### config.mk
export PLATFORM = sky130hd
export DESIGN_NAME = inv_test_seq
export DESIGN_NICKNAME = d
export VERILOG_FILES = /design/src/rtl/inv_test_seq.sv
export SDC_FILE = /design/constraint.sdc
export NUM_CORES = 1
export LEC_CHECK = 0
export CAP_MARGIN = 10
export CORE_MARGIN = 2
export CORE_UTILIZATION = 41
export DETAILED_ROUTE_END_ITERATION = 7
export HOLD_SLACK_MARGIN = 0.03
export PLACE_DENSITY = 0.68
export RECOVER_POWER = 100
export SLEW_MARGIN = 10
export SYNTH_ARGS = -nofsm -noshare
export SYNTH_HDL_FRONTEND = slang
export SYNTH_SLANG_ARGS = --single-unit
export TNS_END_PERCENT = 100
### constraint.sdc
create_clock -name clk -period 2.45 [get_ports clk]
set_input_delay 0.245 -clock clk [delete_from_list [all_inputs] [get_ports clk]]
set_output_delay 0.245 -clock clk [all_outputs]
set_load 0.02 [all_outputs]
### src/rtl/inv_test_seq.sv
// rtl/inv_test_seq.sv - quad inverter test sequencer: drives vectors, checks ~drv, counts errors.
// Optional LFSR stimulus enabled by defining LFSR_MODE_EN (default build uses a counter).
module inv_test_seq #(
    parameter int         NVEC = 100,
    parameter logic [3:0] SEED = 4'b1001
) (
    input  logic       clk,
    input  logic       rst,
    input  logic       start,
    output logic [3:0] drv,
    input  logic [3:0] rsp,
    output logic       busy,
    output logic       done,
    output logic       pass,
    output logic [7:0] err_cnt,
    output logic [9:0] vec_cnt
);

    typedef enum logic [2:0] {IDLE, DRIVE, SAMPLE, CHECK, DONE} state_t;

    state_t      state;
    state_t      state_nxt;
    logic [10:0] vec_cnt_inc;
    logic        last_vec;
    logic        accept;
    logic [3:0]  first_vec;
    logic [3:0]  next_vec;

    assign vec_cnt_inc = {1'b0, vec_cnt} + 11'd1;
    assign last_vec    = vec_cnt_inc >= 11'(NVEC);
    assign accept      = start && (state == IDLE || state == DONE);

`ifdef LFSR_MODE_EN
    // An all-zero seed would lock the LFSR, so it is replaced by 0001.
    assign first_vec = (SEED == 4'b0000) ? 4'b0001 : SEED;
    assign next_vec  = {drv[2:0], drv[3] ^ drv[2]};
`else
    localparam logic [3:0] SEED_UNUSED = SEED;
    assign first_vec = 4'b0000;
    assign next_vec  = drv + 4'd1;
`endif

    always_ff @(posedge clk) begin
        if (rst) begin
            state <= IDLE;
        end else begin
            state <= state_nxt;
        end
    end

    always_comb begin
        state_nxt = state;
        case (state)
            IDLE:    if (start) state_nxt = DRIVE;
            DRIVE:   state_nxt = SAMPLE;
            SAMPLE:  state_nxt = CHECK;
            CHECK:   state_nxt = last_vec ? DONE : DRIVE;
            DONE:    if (start) state_nxt = DRIVE;
            default: state_nxt = IDLE;
        endcase
    end

    // drv is loaded on the edge entering DRIVE, so it is stable through CHECK.
    always_ff @(posedge clk) begin
        if (rst) begin
            drv     <= 4'd0;
            err_cnt <= 8'd0;
            vec_cnt <= 10'd0;
        end else if (accept) begin
            drv     <= first_vec;
            err_cnt <= 8'd0;
            vec_cnt <= 10'd0;
        end else if (state == CHECK) begin
            if (rsp != ~drv && err_cnt != 8'hff) begin
                err_cnt <= err_cnt + 8'd1;
            end
            vec_cnt <= vec_cnt_inc[9:0];
            if (!last_vec) begin
                drv <= next_vec;
            end
        end
    end

    assign busy = (state == DRIVE) || (state == SAMPLE) || (state == CHECK);
    assign done = (state == DONE);
    assign pass = done && (err_cnt == 8'd0);

endmodule

==> flow_metrics.py, run 1 <==
metrics = {
    "placement": {
        "placed_area_um2": 1660,
        "place_congestion": 0.886,
        "dp_cells": 223,
        "pre_cts_slack_ns": 0.238,
        "port_buffers": 31,
        "dp_hpwl_mm": 2.04,
    },
    "finish": {
        "fill_cells": 299,
        "antenna_cells": 0,
        "fin_area_um2": 1670,
        "final_cells": 227,
        "syn_to_final_growth_pct": 27.9,
        "drive_above_1_share_pct": 4.92,
        "multiInputGateArea_um2": 757,
        "seqCellArea_um2": 500,
        "finalNetCount": 196,
    },
    "global_routing": {
        "grt_pass1_wl_mm": 4.66,
        "antenna_found_initial": 0,
        "overflow": 0,
        "grt.total_usage_pct": 16.5,
        "grt_pass1_vias": 1061,
        "grt_start_max_net_pins": 22,
    },
    "sta": {
        "fin_ws_ns": 0.201,
        "rsz0062_at_grt": "false",
        "hold_ws_ns": 0.478,
        "fin_worst_skew_ns": 0.00229,
        "max_freq_mhz": 445,
        "finalCritPeriodShare_pct": 91.8,
        "slew_headroom_pct": 50.6,
        "slew_viol_final": 0,
        "setup_viol": 0,
        "hold_viol": 0,
        "min_period_ns": 2.25,
        "tightestPinTransition_ns": 0.737,
        "final.setup.tns_ns": 0,
    },
    "yosys": {
        "syn_area_um2": 1300,
        "seq_area_frac_synth_pct": 38.4,
        "syn-num-nets": 164,
        "yosysTopAreaCell": "dfxtp_1",
        "syn-instance-count": 152,
        "ys_types": 36,
        "synth_edf_count": 0,
        "synth_area_leaders": "dfxtp_1 (38%), xor2_1 (8.1%), nor2_1 (6.3%), xnor2_1 (5.4%), ha_1 (4.8%)",
        "synth_top_area_share_pct": 38.4,
        "yosys_register_bits": 25,
        "synth_flop_cell": "dfxtp_1",
        "syn_avg_cell_area_um2": 8.58,
        "synthArstFlopShare_pct": 0,
        "yosys_warnings": 0,
    },
    "setup_path": {
        "critical_path.max_fanout": 10,
        "reg2reg_from": "vec_cnt[0]",
        "crit_start": "vec_cnt[0]",
        "worst_path_max_delay_cell": "or4_1",
        "crit_type": "reg -> reg",
        "crit_family": "compound AO/OA/AOI/OAI gates",
        "start_kind": "flop",
        "end_kind": "flop",
        "worstPathRequired_ns": 2.69,
        "path_common_cell": "a21oi_1",
        "critPathArrivalTime_ns": 2.49,
        "worstPathBufferInverterCount": 0,
        "crit_chain": "ha_1 -> and2_2 -> a21oi_1 -> o311ai_0 -> a21oi_2 -> or4_1 -> a21oi_1",
        "max_stage_delay_ns": 0.53,
    },
    "routing": {
        "wl_per_cell_um": 11.9,
        "drtAntennaViolNets": 0,
        "routed_wl_mm": 2.69,
        "via_per_inst": 5.06,
        "num_vias": 1149,
        "drtPass1Iterations": 4,
        "remaining_drc_errors": 0,
        "drt_iter0_markers": 35,
    },
    "clocking": {
        "cts_buffer_depth": 2,
        "cts_buffers": 3,
        "tritoncts": "yes",
        "root_buffer": "clkbuf_4",
        "clk_latency_ns": 0.30,
        "post-cts-setup-buffers": 0,
        "path_clk_slew_ns": 0.13,
        "cts_sinks": 25,
        "h-tree-depth": 1,
        "cts-resized-gates": 0,
        "cts_hold_buf": 0,
    },
    "floorplan": {
        "design.core.area_um2": 3030,
        "start_util_pct": 43.1,
        "die_y_um": 60.4,
        "dieArea_um2": 3650,
        "num_io_pins": 32,
        "die_x_um": 60.4,
        "row_count": 20,
    },
    "power": {
        "p_per_area_nw_per_um2": 403,
        "p_leak_nw": 0.656,
        "ir_worst_vdd_v": 0.000197,
    },
    "outcome": {
        "outcome": "finished, final reports clean",
    },
    "min_path": {
        "hp-class": "reg -> reg",
        "min_from": "state[2]",
    },
    "flow_run": {
        "cap_violations": 0,
    },
}
-- routing by layer --
metal | routed length [um] | global-route usage (%) | up-vias | part of all wire [%]
met2 | 1260 | 28.1 | 23 | 47
met5 | 0 | 0 | - | 0
met3 | 102 | 3.20 | 2 | 3.8
li1 | - | - | 594 | -
met1 | 1310 | 21.5 | 530 | 49
met4 | 13 | 4.44 | 0 | 0.48
-- metrics by stage --
step | util, % | power, mW
after floorplan | - | 0.478
after global placement | 54.7 | 0.505
after detailed placement | 54.7 | 0.507
after CTS | 55.5 | 0.687
after global routing | 55.1 | 0.720
final | 55.1 | 0.672
-- cell usage in the layout, fill, tap and decap left out, drive strengths merged, types with 6 or more instances in the layout --
master,n
xor2,12
nand2,12
nand4,6
nor2,22
xnor2,8
dlygate4sd3,25
dfxtp,25
clkdlybuf4s50,6
a21oi,11
-- synth_stat cells, types with 4 or more instances --
master	count
dfxtp_1	25
nor2_1	22
nand2_1	12
xor2_1	12
a21oi_1	10
xnor2_1	8
nand4_1	6
ha_1	5
and3_1	4
inv_1	4
o21ai_0	4
or3_1	4
-- power by group --
group	internal (mW)	total (mW)	switching, mW
combinational	0.0331	0.0715	0.0384
clock	0.0634	0.179	0.115
sequential	0.412	0.422	0.00978
total	0.509	0.672	0.163
-- layout make-up --
| cell class | count | area share, % |
|---|---|---|
| timing repair buffer | 32 | 18.8 |
| multi-input combinational | 118 | 45.4 |
| sequential | 25 | 30.0 |
| inverter | 4 | 0.900 |
| clock buffer | 4 | 1.58 |
| tap | 44 | 3.30 |
-- sequential cells by signal (all words and copies together) (netlist names) --
signal and cells:
drv 4, err_cnt 8, vec_cnt 10, state 3
-- worst register-to-register path, stage by stage (launching register included) --
cell,delay (ns)
dfxtp_1,0.47
ha_1,0.26
and2_2,0.16
a21oi_1,0.06
o311ai_0,0.36
a21oi_2,0.20
or4_1,0.53
a21oi_1,0.14
-- kinds of logic (layout without fill, tap and decap cells) --
logic type               after synthesis  in the layout  synth area share [%]
AND/OR/NAND/NOR                       67             67                  27.0
flip-flops                            25             25                  38.4
AO/OA/AOI/OAI                         24             24                  12.1
XOR/XNOR                              20             20                  13.4
buffers and inverters                  9             40                  2.78
adder cells (fa/ha/maj)                5              5                  4.80
multiplexers                           2              2                  1.54
-- final timing paths --
check                           cells after the start  slack [ns]        to
worst min-delay path                                1        0.48  state[1]
worst max register to register                      7        0.20    drv[3]
worst min register to register                      1        0.48  state[1]
worst max-delay path                                7        0.20    drv[3]
No activity file was read; power rests on OpenSTA's default activity.
==> inputs of run 2 (changes only) <==
Settings changed: CTS_CLUSTER_SIZE from default to 25, GPL_ROUTABILITY_DRIVEN from default to 0.
==> results of run 2 <==
Same layout as run 1: the final DEF is identical, and so are final timing and power.
==> inputs of run 3 (changes only) <==
Settings changed: CORE_ASPECT_RATIO from default to 0.75.
==> run 3 against run 2 <==
Clock power grew 36%. Critical path depth unchanged. Via count up 0.26%. Core utilization grew 1.2 points. Global-route usage up 0.90 points. Die area rose by 0.13%. Clock skew rose by 0.0028 ns. Wire length up 9.4%. Cell area rose by 0.45%. Critical path type unchanged. Combinational power grew 1%. First-iteration DRC count grew 120%. Register-to-register slack better by 0.04 ns. Largest power group unchanged.
==> flow_metrics.py, run 3 (synthesis gave the netlist of run 1 again) <==
metrics = {
    "outcome": {
        "outcome": "finished, final reports clean",
    },
    "placement": {
        "placed_area_um2": 1640,
        "dp_cells": 216,
        "dp_hpwl_mm": 2.18,
        "port_buffers": 31,
    },
    "setup_path": {
        "r2r_slack_ns": 0.24,
        "end_kind": "flop",
        "critPathArrivalTime_ns": 2.41,
        "critical_path.max_fanout": 10,
        "r2r_cells": 7,
        "crit_start": "vec_cnt[0]",
        "r2r-end": "drv[3]",
        "worstPathRequired_ns": 2.65,
        "crit_end": "drv[3]",
        "reg2reg_from": "vec_cnt[0]",
        "start_kind": "flop",
        "crit_type": "reg -> reg",
    },
    "min_path": {
        "hold_path_depth": 1,
        "min_from": "state[2]",
        "hp-class": "reg -> reg",
    },
    "flow_run": {
        "cap_violations": 0,
    },
    "floorplan": {
        "die_y_um": 52.8,
        "die_x_um": 69.1,
        "row_count": 17,
        "design.core.area_um2": 2980,
        "num_io_pins": 32,
        "dieArea_um2": 3650,
        "start_util_pct": 43.8,
    },
    "sta": {
        "max_freq_mhz": 452,
        "fin_worst_skew_ns": 0.00510,
        "hold_viol": 0,
        "finalCritPeriodShare_pct": 90.4,
        "setup_viol": 0,
        "slew_headroom_pct": 47.6,
        "min_period_ns": 2.21,
        "final.setup.tns_ns": 0,
        "slew_viol_final": 0,
        "tightestPinTransition_ns": 0.782,
        "rsz0062_at_grt": "false",
    },
    "clocking": {
        "path_clk_slew_ns": 0.09,
        "cts-resized-gates": 0,
        "h-tree-depth": 1,
        "cts_buffers": 3,
        "cts_hold_buf": 0,
        "tritoncts": "yes",
        "root_buffer": "clkbuf_8",
        "post-cts-setup-buffers": 0,
        "cts_buffer_depth": 2,
        "clk_latency_ns": 0.27,
        "cts_sinks": 25,
    },
    "finish": {
        "drive_above_1_share_pct": 4.95,
        "most-common-layout-cells": "dfxtp_1 (25), dlygate4sd3_1 (25), nor2_1 (22)",
        "final_cells": 220,
        "finalNetCount": 195,
        "antenna_cells": 0,
        "syn_to_final_growth_pct": 28.5,
        "fin_area_um2": 1680,
        "fill_cells": 289,
        "largestRegisters": "vec_cnt x10, err_cnt x8, drv x4",
        "largest_reg_flops": 10,
        "regMostFlops": "vec_cnt",
    },
    "routing": {
        "remaining_drc_errors": 0,
        "drt_iter0_markers": 76,
        "num_vias": 1152,
        "drtPass1Iterations": 4,
        "via_per_inst": 5.24,
        "routed_wl_mm": 2.95,
        "drtAntennaViolNets": 0,
        "wl_per_cell_um": 13.4,
    },
    "global_routing": {
        "overflow": 0,
        "grt.total_usage_pct": 17.4,
        "grt_pass1_wl_mm": 5.04,
        "antenna_found_initial": 0,
        "grt_pass1_vias": 1099,
        "grt_start_max_net_pins": 22,
    },
    "power": {
        "power.total_mw": 0.737,
        "ir_worst_vdd_v": 0.000218,
        "p_per_area_nw_per_um2": 440,
        "p_leak_nw": 0.664,
    },
}
[run 3: cell count changes in the layout (fill, tap and decap cells not counted), sizes merged]
cell / delta
clkbuf: -2
clkinv: +1
[run 3: worst min-delay path by stage]
| stage | to | slack (ns) |
|---|---|---|
| floorplan | state[2] | 0.31 |
| global placement | state[1] | 0.46 |
| detailed placement | state[1] | 0.47 |
| CTS | state[1] | 0.49 |
| global route | state[1] | 0.51 |
| finish | state[1] | 0.50 |
[run 3: stage by stage]
step / worst slack [ns] / hold slack, ns / utilization, %
6_report: 0.236 / 0.500 / 56.3
5_1_grt: 0.0643 / 0.511 / 56.3
4_1_cts: 0.228 / 0.487 / 56.6
3_5_place_dp: 0.236 / 0.468 / 55.1
3_3_place_gp: 0.322 / 0.462 / 55.1
2_1_floorplan: 0.268 / 0.314 / -
[run 3: layout make-up]
| class | instances | area [um2] | share of cell area [%] |
|---|---|---|---|
| sequential | 25 | 500 | 29.9 |
| inverter | 4 | 15.0 | 0.896 |
| multi-input combinational | 118 | 756 | 45.1 |
| clock inverter | 1 | 5.00 | 0.299 |
| clock buffer | 3 | 41.3 | 2.46 |
| timing repair buffer | 31 | 310 | 18.5 |
| tap | 38 | 47.5 | 2.84 |
[run 3: per-layer routing]
metal  vias up  GRT usage (%)  share of wire, %
li1        594              -                 -
met5         -              0                 0
met4         0           4.90              0.85
met3         4           4.62               5.0
met1       523           23.6                52
met2        31           27.6                42
[run 3: worst max-delay path: stages (launching register included)]
cell,delay (ns)
dfxtp_1,0.45
ha_1,0.26
and2_2,0.16
a21oi_1,0.06
o311ai_0,0.35
a21oi_2,0.20
or4_1,0.53
a21oi_1,0.14
[run 3: where the power goes]
part,internal (mW),switching (mW)
clock,0.114,0.129
sequential,0.412,0.0104
combinational,0.0328,0.0397
